--- src/rtl/core_bus_pkg.sv ---
// Shared types and constants for the two-master, one-slave bus arbiter.
package core_bus_pkg;

  localparam int DEFAULT_ADDR_WIDTH     = 32;
  localparam int DEFAULT_DATA_WIDTH     = 32;
  localparam int DEFAULT_TIMEOUT_CYCLES = 255;

  typedef enum logic [1:0] {
    IDLE  = 2'd0,
    GNT_I = 2'd1,
    GNT_D = 2'd2
  } state_t;

  localparam logic [1:0] GRANT_IDLE  = 2'b00;
  localparam logic [1:0] GRANT_INSTR = 2'b01;
  localparam logic [1:0] GRANT_DATA  = 2'b10;

  // On a tie the master that was not served last wins; last_d=1 means data went last.
  function automatic state_t rr_select(input logic req_i, input logic req_d, input logic last_d);
    if (req_i && req_d) return last_d ? GNT_I : GNT_D;
    if (req_i)          return GNT_I;
    if (req_d)          return GNT_D;
    return IDLE;
  endfunction

endpackage

--- src/rtl/core_bus_arbiter.sv ---
// Round-robin arbiter sharing one memory port between instruction and data masters.
// Define ARB_TIMEOUT_EN to add a watchdog that errors out a grant stuck without ack.
module core_bus_arbiter
  import core_bus_pkg::*;
#(
  parameter int ADDR_WIDTH     = DEFAULT_ADDR_WIDTH,
  parameter int DATA_WIDTH     = DEFAULT_DATA_WIDTH,
  parameter int TIMEOUT_CYCLES = DEFAULT_TIMEOUT_CYCLES
) (
  input  logic                    sys_clk,
  input  logic                    rst_n,
  input  logic                    i_cyc,
  input  logic                    i_stb,
  input  logic                    i_we,
  input  logic [DATA_WIDTH/8-1:0] i_wstrb,
  input  logic [ADDR_WIDTH-1:0]   i_addr,
  input  logic [DATA_WIDTH-1:0]   i_wdata,
  output logic [DATA_WIDTH-1:0]   i_rdata,
  output logic                    i_ack,
  output logic                    i_err,
  input  logic                    d_cyc,
  input  logic                    d_stb,
  input  logic                    d_we,
  input  logic [DATA_WIDTH/8-1:0] d_wstrb,
  input  logic [ADDR_WIDTH-1:0]   d_addr,
  input  logic [DATA_WIDTH-1:0]   d_wdata,
  output logic [DATA_WIDTH-1:0]   d_rdata,
  output logic                    d_ack,
  output logic                    d_err,
  output logic                    m_cyc,
  output logic                    m_stb,
  output logic                    m_we,
  output logic [DATA_WIDTH/8-1:0] m_wstrb,
  output logic [ADDR_WIDTH-1:0]   m_addr,
  output logic [DATA_WIDTH-1:0]   m_wdata,
  input  logic [DATA_WIDTH-1:0]   m_rdata,
  input  logic                    m_ack,
  output logic [1:0]              grant_o
);

  if (TIMEOUT_CYCLES < 1 || TIMEOUT_CYCLES > 65535) begin : g_bad_timeout
    $error("core_bus_arbiter: TIMEOUT_CYCLES must be within 1..65535");
  end

  state_t state, state_next;
  logic   last_d, last_d_next;
  logic   req_i, req_d;
  logic   timeout_hit;

  // NOTE: state registers use non-blocking (<=) so every flop samples pre-edge values.
  always_ff @(posedge sys_clk or negedge rst_n) begin
    if (!rst_n) begin
      state  <= IDLE;
      last_d <= 1'b1;
    end else begin
      state  <= state_next;
      last_d <= last_d_next;
    end
  end

`ifdef ARB_TIMEOUT_EN
  localparam logic [15:0] TIMEOUT_LIMIT = 16'(TIMEOUT_CYCLES);
  logic [15:0] timeout_cnt;

  always_ff @(posedge sys_clk or negedge rst_n) begin
    if (!rst_n)                                 timeout_cnt <= '0;
    else if (state == IDLE || state_next == IDLE) timeout_cnt <= '0;
    else                                        timeout_cnt <= timeout_cnt + 16'd1;
  end

  assign timeout_hit = (timeout_cnt == TIMEOUT_LIMIT);
`else
  assign timeout_hit = 1'b0;
`endif

  always_comb begin
    // NOTE: every output gets a default first so no path through the case infers a latch.
    req_i       = i_cyc & i_stb;
    req_d       = d_cyc & d_stb;
    state_next  = state;
    last_d_next = last_d;
    m_cyc       = 1'b0;
    m_stb       = 1'b0;
    m_we        = 1'b0;
    m_wstrb     = '0;
    m_addr      = '0;
    m_wdata     = '0;
    i_rdata     = '0;
    i_ack       = 1'b0;
    i_err       = 1'b0;
    d_rdata     = '0;
    d_ack       = 1'b0;
    d_err       = 1'b0;
    grant_o     = GRANT_IDLE;

    unique case (state)
      IDLE: state_next = rr_select(req_i, req_d, last_d);

      GNT_I: begin
        grant_o = GRANT_INSTR;
        m_cyc   = i_cyc;
        m_stb   = i_stb;
        m_we    = i_we;
        m_wstrb = i_wstrb;
        m_addr  = i_addr;
        m_wdata = i_wdata;
        i_ack   = m_ack;
        i_rdata = m_rdata;
        // An abort leaves fairness untouched; a completed or timed-out transfer counts as served.
        if (!i_cyc) begin
          state_next = IDLE;
        end else if (m_ack || timeout_hit) begin
          state_next  = IDLE;
          last_d_next = 1'b0;
          i_err       = timeout_hit & ~m_ack;
        end
      end

      GNT_D: begin
        grant_o = GRANT_DATA;
        m_cyc   = d_cyc;
        m_stb   = d_stb;
        m_we    = d_we;
        m_wstrb = d_wstrb;
        m_addr  = d_addr;
        m_wdata = d_wdata;
        d_ack   = m_ack;
        d_rdata = m_rdata;
        if (!d_cyc) begin
          state_next = IDLE;
        end else if (m_ack || timeout_hit) begin
          state_next  = IDLE;
          last_d_next = 1'b1;
          d_err       = timeout_hit & ~m_ack;
        end
      end

      default: state_next = IDLE;
    endcase
  end

endmodule

--- config.mk ---
export PLATFORM = sky130hd
export DESIGN_NAME = core_bus_arbiter
export DESIGN_NICKNAME = d
export VERILOG_FILES = /design/src/rtl/core_bus_pkg.sv /design/src/rtl/core_bus_arbiter.sv
export SDC_FILE = /design/constraint.sdc
export NUM_CORES = 1
export LEC_CHECK = 0
export CORE_AREA = 10 10 114 116
export DETAILED_ROUTE_END_ITERATION = 10
export DIE_AREA = 0 0 124 126
export GPL_TIMING_DRIVEN = 0
export PLACE_DENSITY = 0.68
export SYNTH_ARGS = -nofsm -noshare
export SYNTH_HDL_FRONTEND = slang
export SYNTH_SLANG_ARGS = --single-unit
--- constraint.sdc ---
create_clock -name sys_clk -period 3.15 [get_ports sys_clk]
set_clock_uncertainty 0.1 [all_clocks]
set_input_delay 0.945 -clock sys_clk [delete_from_list [all_inputs] [get_ports sys_clk]]
set_output_delay 0.945 -clock sys_clk [all_outputs]
set_load 0.01 [all_outputs]
==> results of run 1 <==
## worst max-delay path, cell delays in order
cell and delay, ns:
clkdlybuf4s50_1 0.47, and2_1 0.12, clkdlybuf4s50_1 0.56
## registers in the layout, summed over array words and instances (netlist names)
signal  flops
last_d      1
state       2
## cell families (layout without fill, tap and decap cells)
family	Yosys count	after routing	share of synthesized area, %
adder cells (fa/ha/maj)	5	5	3.45
AND/OR/NAND/NOR	145	145	49.6
AO/OA/AOI/OAI	77	77	31.9
buffers and inverters	37	358	10.6
other	1	3	0.207
flip-flops	3	3	4.20
## layout by cell type, fill, tap and decap left out, types with 2 or more instances in the layout
| cell type | count |
|---|---|
| o2111ai_1 | 2 |
| clkbuf_8 | 3 |
| clkdlybuf4s50_1 | 194 |
| dlygate4sd2_1 | 83 |
| nand2_1 | 2 |
| buf_6 | 3 |
| dlymetal6s2s_1 | 38 |
| conb_1 | 2 |
| a21oi_1 | 2 |
| nor2b_1 | 70 |
| clkbuf_2 | 10 |
| inv_1 | 2 |
| ha_2 | 3 |
| and2_1 | 67 |
| inv_2 | 2 |
| nand3_1 | 2 |
| ha_1 | 2 |
| buf_2 | 12 |
| a22oi_1 | 71 |
| buf_4 | 10 |
| dfrtp_1 | 2 |
## cell type report
type                    count  area [um2]  share of cell area (%)
repair buffers            317        3160                    60.3
inverters                   4        15.0                   0.287
clock buffers               4        45.0                   0.860
diodes                      1        2.50                  0.0478
well taps                 140         175                    3.35
plain buffers              33         204                    3.90
multi-input cells         229        1560                    29.8
flip-flops and latches      3        76.3                    1.46
## what timing repair did
item / CTS / global route
setup endpoints to repair: 134 / 49
setup buffers: 0 / 2
resized for setup: 98 / 44
pin swaps: 0 / 0
## stage by stage
stage	hold slack [ns]	utilization [%]	setup TNS [ns]
3_5_place_dp	0.422	48.1	-5.55
6_report	0.425	48.9	0
4_1_cts	0.426	47.8	0
5_1_grt	0.448	48.9	-0.0359
3_3_place_gp	0.432	48.1	-5.01
2_1_floorplan	0.387	-	0
## routing by layer
| layer | routed length, um | track usage [%] | vias up |
|---|---|---|---|
| li1 | - | - | 1579 |
| met1 | 5340 | 16.2 | 1413 |
| met2 | 7680 | 31.4 | 166 |
| met3 | 1360 | 5.54 | 8 |
| met4 | 125 | 2.57 | 0 |
| met5 | 0 | 0 | - |
## power by group
part / total, mW / switching [mW] / internal (mW)
Combinational: 0.806 / 0.328 / 0.478
Sequential: 0.0541 / 0.00651 / 0.0476
Clock: 0.110 / 0.0236 / 0.0861
Total: 0.970 / 0.358 / 0.612
## cells in the mapped netlist
master      n  area share (%)
buf_4       5             2.1
nand3_1     2            0.55
dfrtp_1     2             2.8
a22o_1      1            0.48
buf_6       2             1.2
ha_1        5             3.4
nand2_1     2            0.41
conb_1      1            0.21
nand3b_1    1            0.41
o2111ai_1   2            0.97
nand4_1     1            0.34
buf_2      16             4.4
inv_2       1            0.21
nor2b_1    70              24
clkbuf_1   10             2.1
a21oi_1     2            0.55
or3_1       1            0.34
a22oi_1    71              29
dfstp_2     1             1.4
and2_1     67              23
a41o_1      1            0.55
inv_1       3            0.62
nand2b_1    1            0.34
## worst max path at each step
stage / from / end
after floorplan: i_cyc / m_cyc
after global placement: i_cyc / m_cyc
after detailed placement: i_cyc / m_cyc
after CTS: state[1]$_DFF_PN0_ / i_rdata[15]
after global routing: m_rdata[0] / i_rdata[0]
final: m_rdata[5] / d_rdata[5]
==> metrics.cfg, run 1 <==
[outcome]
status = completed

[die]
core-area_um2 = 10700
design.die.area_um2 = 15600
core.rowCount = 38
dieHeight_um = 126
die_x_um = 124
start_util_pct = 17.0
io_pins = 318

[timing]
finalCriticalPeriod_ns = 3.14
finalHoldViolCount = 0
finalCritPeriodShare_pct = 99.7
maxSlewViolCount = 0
fmax_ghz = 0.318
fin_ws_ns = 0.00912
setup_violations = 0

[global_routing]
grt_pass1_vias = 3302
grt_overflow = 0
antenna_found_initial = 1
grt.total_usage_pct = 16.2
grt_pass1_wl_mm = 20.0
grt_max_degree = 11

[synth]
ys_seq_area_share_pct = 4.20
synth.distinct_cells = 23
netlist_instances = 268
synth-seq-cells = 3
postSynthAreaPerCell_um2 = 6.77
netlist_area_um2 = 1820
ys.warnings.count = 0

[job]
drv_cap = 0

[routing]
via_per_inst = 4.33
wire_per_inst_um = 19.8
route.vias.total = 3166
ant_nets = 0
drc = 0
drt_iter0_drc = 141
drt_first_pass_iters = 6
finalWirelength_mm = 14.5

[placement]
dpl-instance-area_um2 = 5150
port_buffers = 315
post-place-ws_ns = -0.314
place_congestion = 0.785
dpl.hpwl_mm = 12.7
place_inst = 724

[min_path]
hold_start = last_d$_DFFE_PN1P_
whs_path_depth = 2
hold-path-endpoint = last_d$_DFFE_PN1P_
hold_class = reg2reg

[critical_path]
critPathLaunchType = primary input
rrSetupSlack_ns = 1.54
regToRegStartpoint = state[1]$_DFF_PN0_
end_kind = primary output
rr_worst_depth = 8
critical_path_class = in2out
worstPathMaxFanout = 2
crit_required_ns = 2.10
cp.arrival_ns = 2.10
reg2reg_to = last_d$_DFFE_PN1P_

[layout]
finalInstanceArea_um2 = 5240
area_growth_syn_to_layout_pct = 188
stdcell_count = 731
drive_gt1_share_pct = 7.46
final_nets = 773
fill_cells = 1094

[clock_network]
cts.sinks = 3
clock_path_buffers = 2
cts.clk_slew.worst_paths_ns = 0.03
cts_tree = built
cts_hold_buffers = 0
cts-root-buf = clkbuf_8
h-tree-depth = 1
clk_latency_ns = 0.21
cts_buffers = 3

[power]
leakagePower_nw = 2.90
ir_drop_uv = 100
p_per_area_nw_per_um2 = 185
total_power_mw = 0.970

(Power assumes the default switching activity.)
==> inputs of run 2 (changes only) <==
CORE_AREA = 10 10 115 117   (was 10 10 114 116)
DIE_AREA = 0 0 125 127   (was 0 0 124 126)
PLACE_DENSITY = 0.69   (was 0.68)
clock period = 2.7 ns   (was 3.15 ns; I/O delays follow)
==> metrics.cfg, run 2 (synthesized netlist as in run 1, its figures left out) <==
[outcome]
status = completed  ; unchanged

[critical_path]
slowest_stage = clkdlybuf4s50_1  ; unchanged
reg2reg_to = state[0]$_DFF_PN0_  ; was last_d$_DFFE_PN1P_
regToRegStartpoint = state[0]$_DFF_PN0_  ; was state[1]$_DFF_PN0_
worstPathMaxFanout = 1  ; was 2
cp_top_family = buffers and inverters  ; unchanged
end_kind = primary output  ; unchanged
cp.arrival_ns = 1.76  ; was 2.10 ns
crit_required_ns = 1.79  ; was 2.10 ns
worst_path_largest_cell_delay_ns = 0.51  ; was 0.56 ns
rrSetupSlack_ns = 1.02  ; was 1.54 ns
rr_worst_depth = 7  ; was 8
cp_cell_sequence = clkdlybuf4s50_1 -> a22oi_1 -> nor2b_1 -> clkdlybuf4s15_1  ; was clkdlybuf4s50_1 -> and2_1 -> clkdlybuf4s50_1
critPathLaunchType = primary input  ; unchanged
critical_path_class = in2out  ; unchanged
cp_num_buf_inv = 2  ; unchanged

[global_routing]
grt_max_degree = 11  ; unchanged
grt_pass1_wl_mm = 20.8  ; was 20.0 mm
grt.total_usage_pct = 16.1  ; was 16.2%
grt-busiest-layer = met2  ; unchanged
grt_use_met3_pct = 6.08  ; was 5.54%
grt_overflow = 0  ; unchanged
antenna_found_initial = 0  ; was 1
grtUsageMet2_pct = 30.6  ; was 31.4%
grt_pass1_vias = 3499  ; was 3302
use_met1_pct = 16.5  ; was 16.2%

[layout]
drive_gt1_share_pct = 25.2  ; was 7.46%
largest_register = state  ; unchanged
top_regs = state (2), last_d (1)  ; unchanged
num_antenna_cells = 0  ; was 1
finish.utilization_pct = 47.1  ; was 48.9%
largest_reg_flops = 2  ; unchanged
final_nets = 778  ; was 773
area_growth_syn_to_layout_pct = 189  ; was 188%
final_cell_mix = clkdlybuf4s50_1, nor2b_1, and2_1  ; was clkdlybuf4s50_1, dlygate4sd2_1, a22oi_1
final_common_cell = clkdlybuf4s50_1  ; unchanged

[power]
p_per_area_nw_per_um2 = 246  ; was 185 nW/um2
ir_drop_uv = 153  ; was 100 uV
leakagePower_nw = 2.21  ; was 2.90 nW
total_power_mw = 1.29  ; was 0.970 mW

[routing]
drt_first_pass_iters = 4  ; was 6
via_per_inst = 4.41  ; was 4.33
route.vias.total = 3251  ; was 3166
finalWirelength_mm = 14.3  ; was 14.5 mm
drc = 0  ; unchanged
drt_iter0_drc = 122  ; was 141
ant_nets = 0  ; unchanged
wire_per_inst_um = 19.3  ; was 19.8 um

[die]
core-area_um2 = 11100  ; was 10700 um2
die_x_um = 125  ; was 124 um
core.rowCount = 39  ; was 38
design.die.area_um2 = 15900  ; was 15600 um2
dieHeight_um = 127  ; was 126 um
io_pins = 318  ; unchanged
start_util_pct = 16.3  ; was 17.0%

[timing]
maxSlewViolCount = 0  ; unchanged
finalCritPeriodShare_pct = 99.0
setup_violations = 0  ; unchanged
rsz0062_at_grt = yes
fmax_ghz = 0.374
finalHoldViolCount = 0  ; unchanged
finalCriticalPeriod_ns = 2.67

[min_path]
hold_start = last_d$_DFFE_PN1P_  ; unchanged
whs_path_depth = 2  ; unchanged
hold-path-endpoint = last_d$_DFFE_PN1P_  ; unchanged
hold_class = reg2reg  ; unchanged

[clock_network]
cts_buffers = 3  ; unchanged
cts_hold_buffers = 0  ; unchanged
clock_path_buffers = 2  ; unchanged
cts-root-buf = clkbuf_16  ; was clkbuf_8
cts.sinks = 3  ; unchanged
cts.clk_slew.worst_paths_ns = 0.03  ; about the same
clk_latency_ns = 0.22  ; was 0.21 ns
cts_tree = built  ; unchanged
h-tree-depth = 1  ; unchanged

[job]
drv_cap = 0  ; unchanged

[placement]
place_congestion = 0.852  ; was 0.785
dpl.hpwl_mm = 12.4  ; was 12.7 mm
port_buffers = 315  ; unchanged

==> run 2: cell types whose count changed in the layout (fill, tap and decap cells not counted), sizes merged <==
cell,previous run,this run
buf,25,50
clkbuf,14,47
clkdlybuf4s15,0,49
clkdlybuf4s50,194,171
diode,1,0
dlygate4sd2,83,40
dlymetal6s2s,38,2
==> run 2: metal layers <==
layer | wire, um | vias up
met2 | 7490 | 188
li1 | - | 1588
met3 | 1350 | 11
met1 | 5260 | 1464
met4 | 178 | 0
met5 | 0 | -
==> run 2: final cells by class <==
| class | count | area (um2) |
|---|---|---|
| Tap cell | 143 | 179 |
| Sequential cell | 3 | 78.8 |
| Timing Repair Buffer | 323 | 2950 |
| Multi-Input combinational cell | 229 | 1660 |
| Buffer | 32 | 277 |
| Fill cell | 1132 | 5890 |
| Clock buffer | 4 | 78.8 |
| Inverter | 4 | 17.5 |
==> run 2: how the worst max path moves through the flow <==
stage	start	endpoint	slack [ns]	cells after the start
after floorplan	state[1]$_DFF_PN0_	m_wdata[14]	0.45	7
after global placement	i_cyc	m_cyc	-0.47	4
after detailed placement	i_cyc	m_cyc	-0.48	4
after CTS	state[1]$_DFF_PN0_	m_addr[11]	-0.04	7
after global routing	d_addr[24]	m_addr[24]	-0.008	4
final	i_wdata[31]	m_wdata[31]	0.03	4
==> run 2: repair_timing <==
item,in CTS,in global routing
pin swaps,0,2
buffers inserted,7,1
resized for setup,351,72
endpoints found under the setup margin,137,95
==> run 2: per-stage QoR <==
| step | worst slack (ns) | TNS [ns] | instance area (um2) | hold WS [ns] | cells |
|---|---|---|---|---|---|
| final | 0.0260 | 0 | 5240 | 0.416 | 738 |
| after global routing | -0.00788 | -0.0153 | 5240 | 0.464 | 738 |
| after global placement | -0.465 | -27.71 | 5150 | 0.431 | 727 |
| after detailed placement | -0.476 | -29.63 | 5150 | 0.421 | 727 |
| after CTS | -0.0401 | -0.0547 | 5360 | 0.426 | 738 |
| after floorplan | 0.455 | 0 | 1820 | 0.387 | 269 |
==> run 2: power breakdown <==
group          switching, mW  total, mW  internal, mW
logic                  0.406      0.991         0.585
clock network         0.0415      0.236         0.195
registers            0.00778     0.0638        0.0561
==> run 2: worst register-to-register path, cell delays in order (launching register included) <==
cell	delay [ns]
dfrtp_2	0.44
ha_4	0.23
buf_12	0.16
buf_4	0.13
a22o_1	0.23
buf_4	0.13
nand3b_1	0.07
a21oi_1	0.07
==> inputs of run 3 (changes only) <==
CAP_MARGIN = 20   (was default)
==> results of run 3 <==
No change in the layout: final DEF, timing and power equal those of run 2.
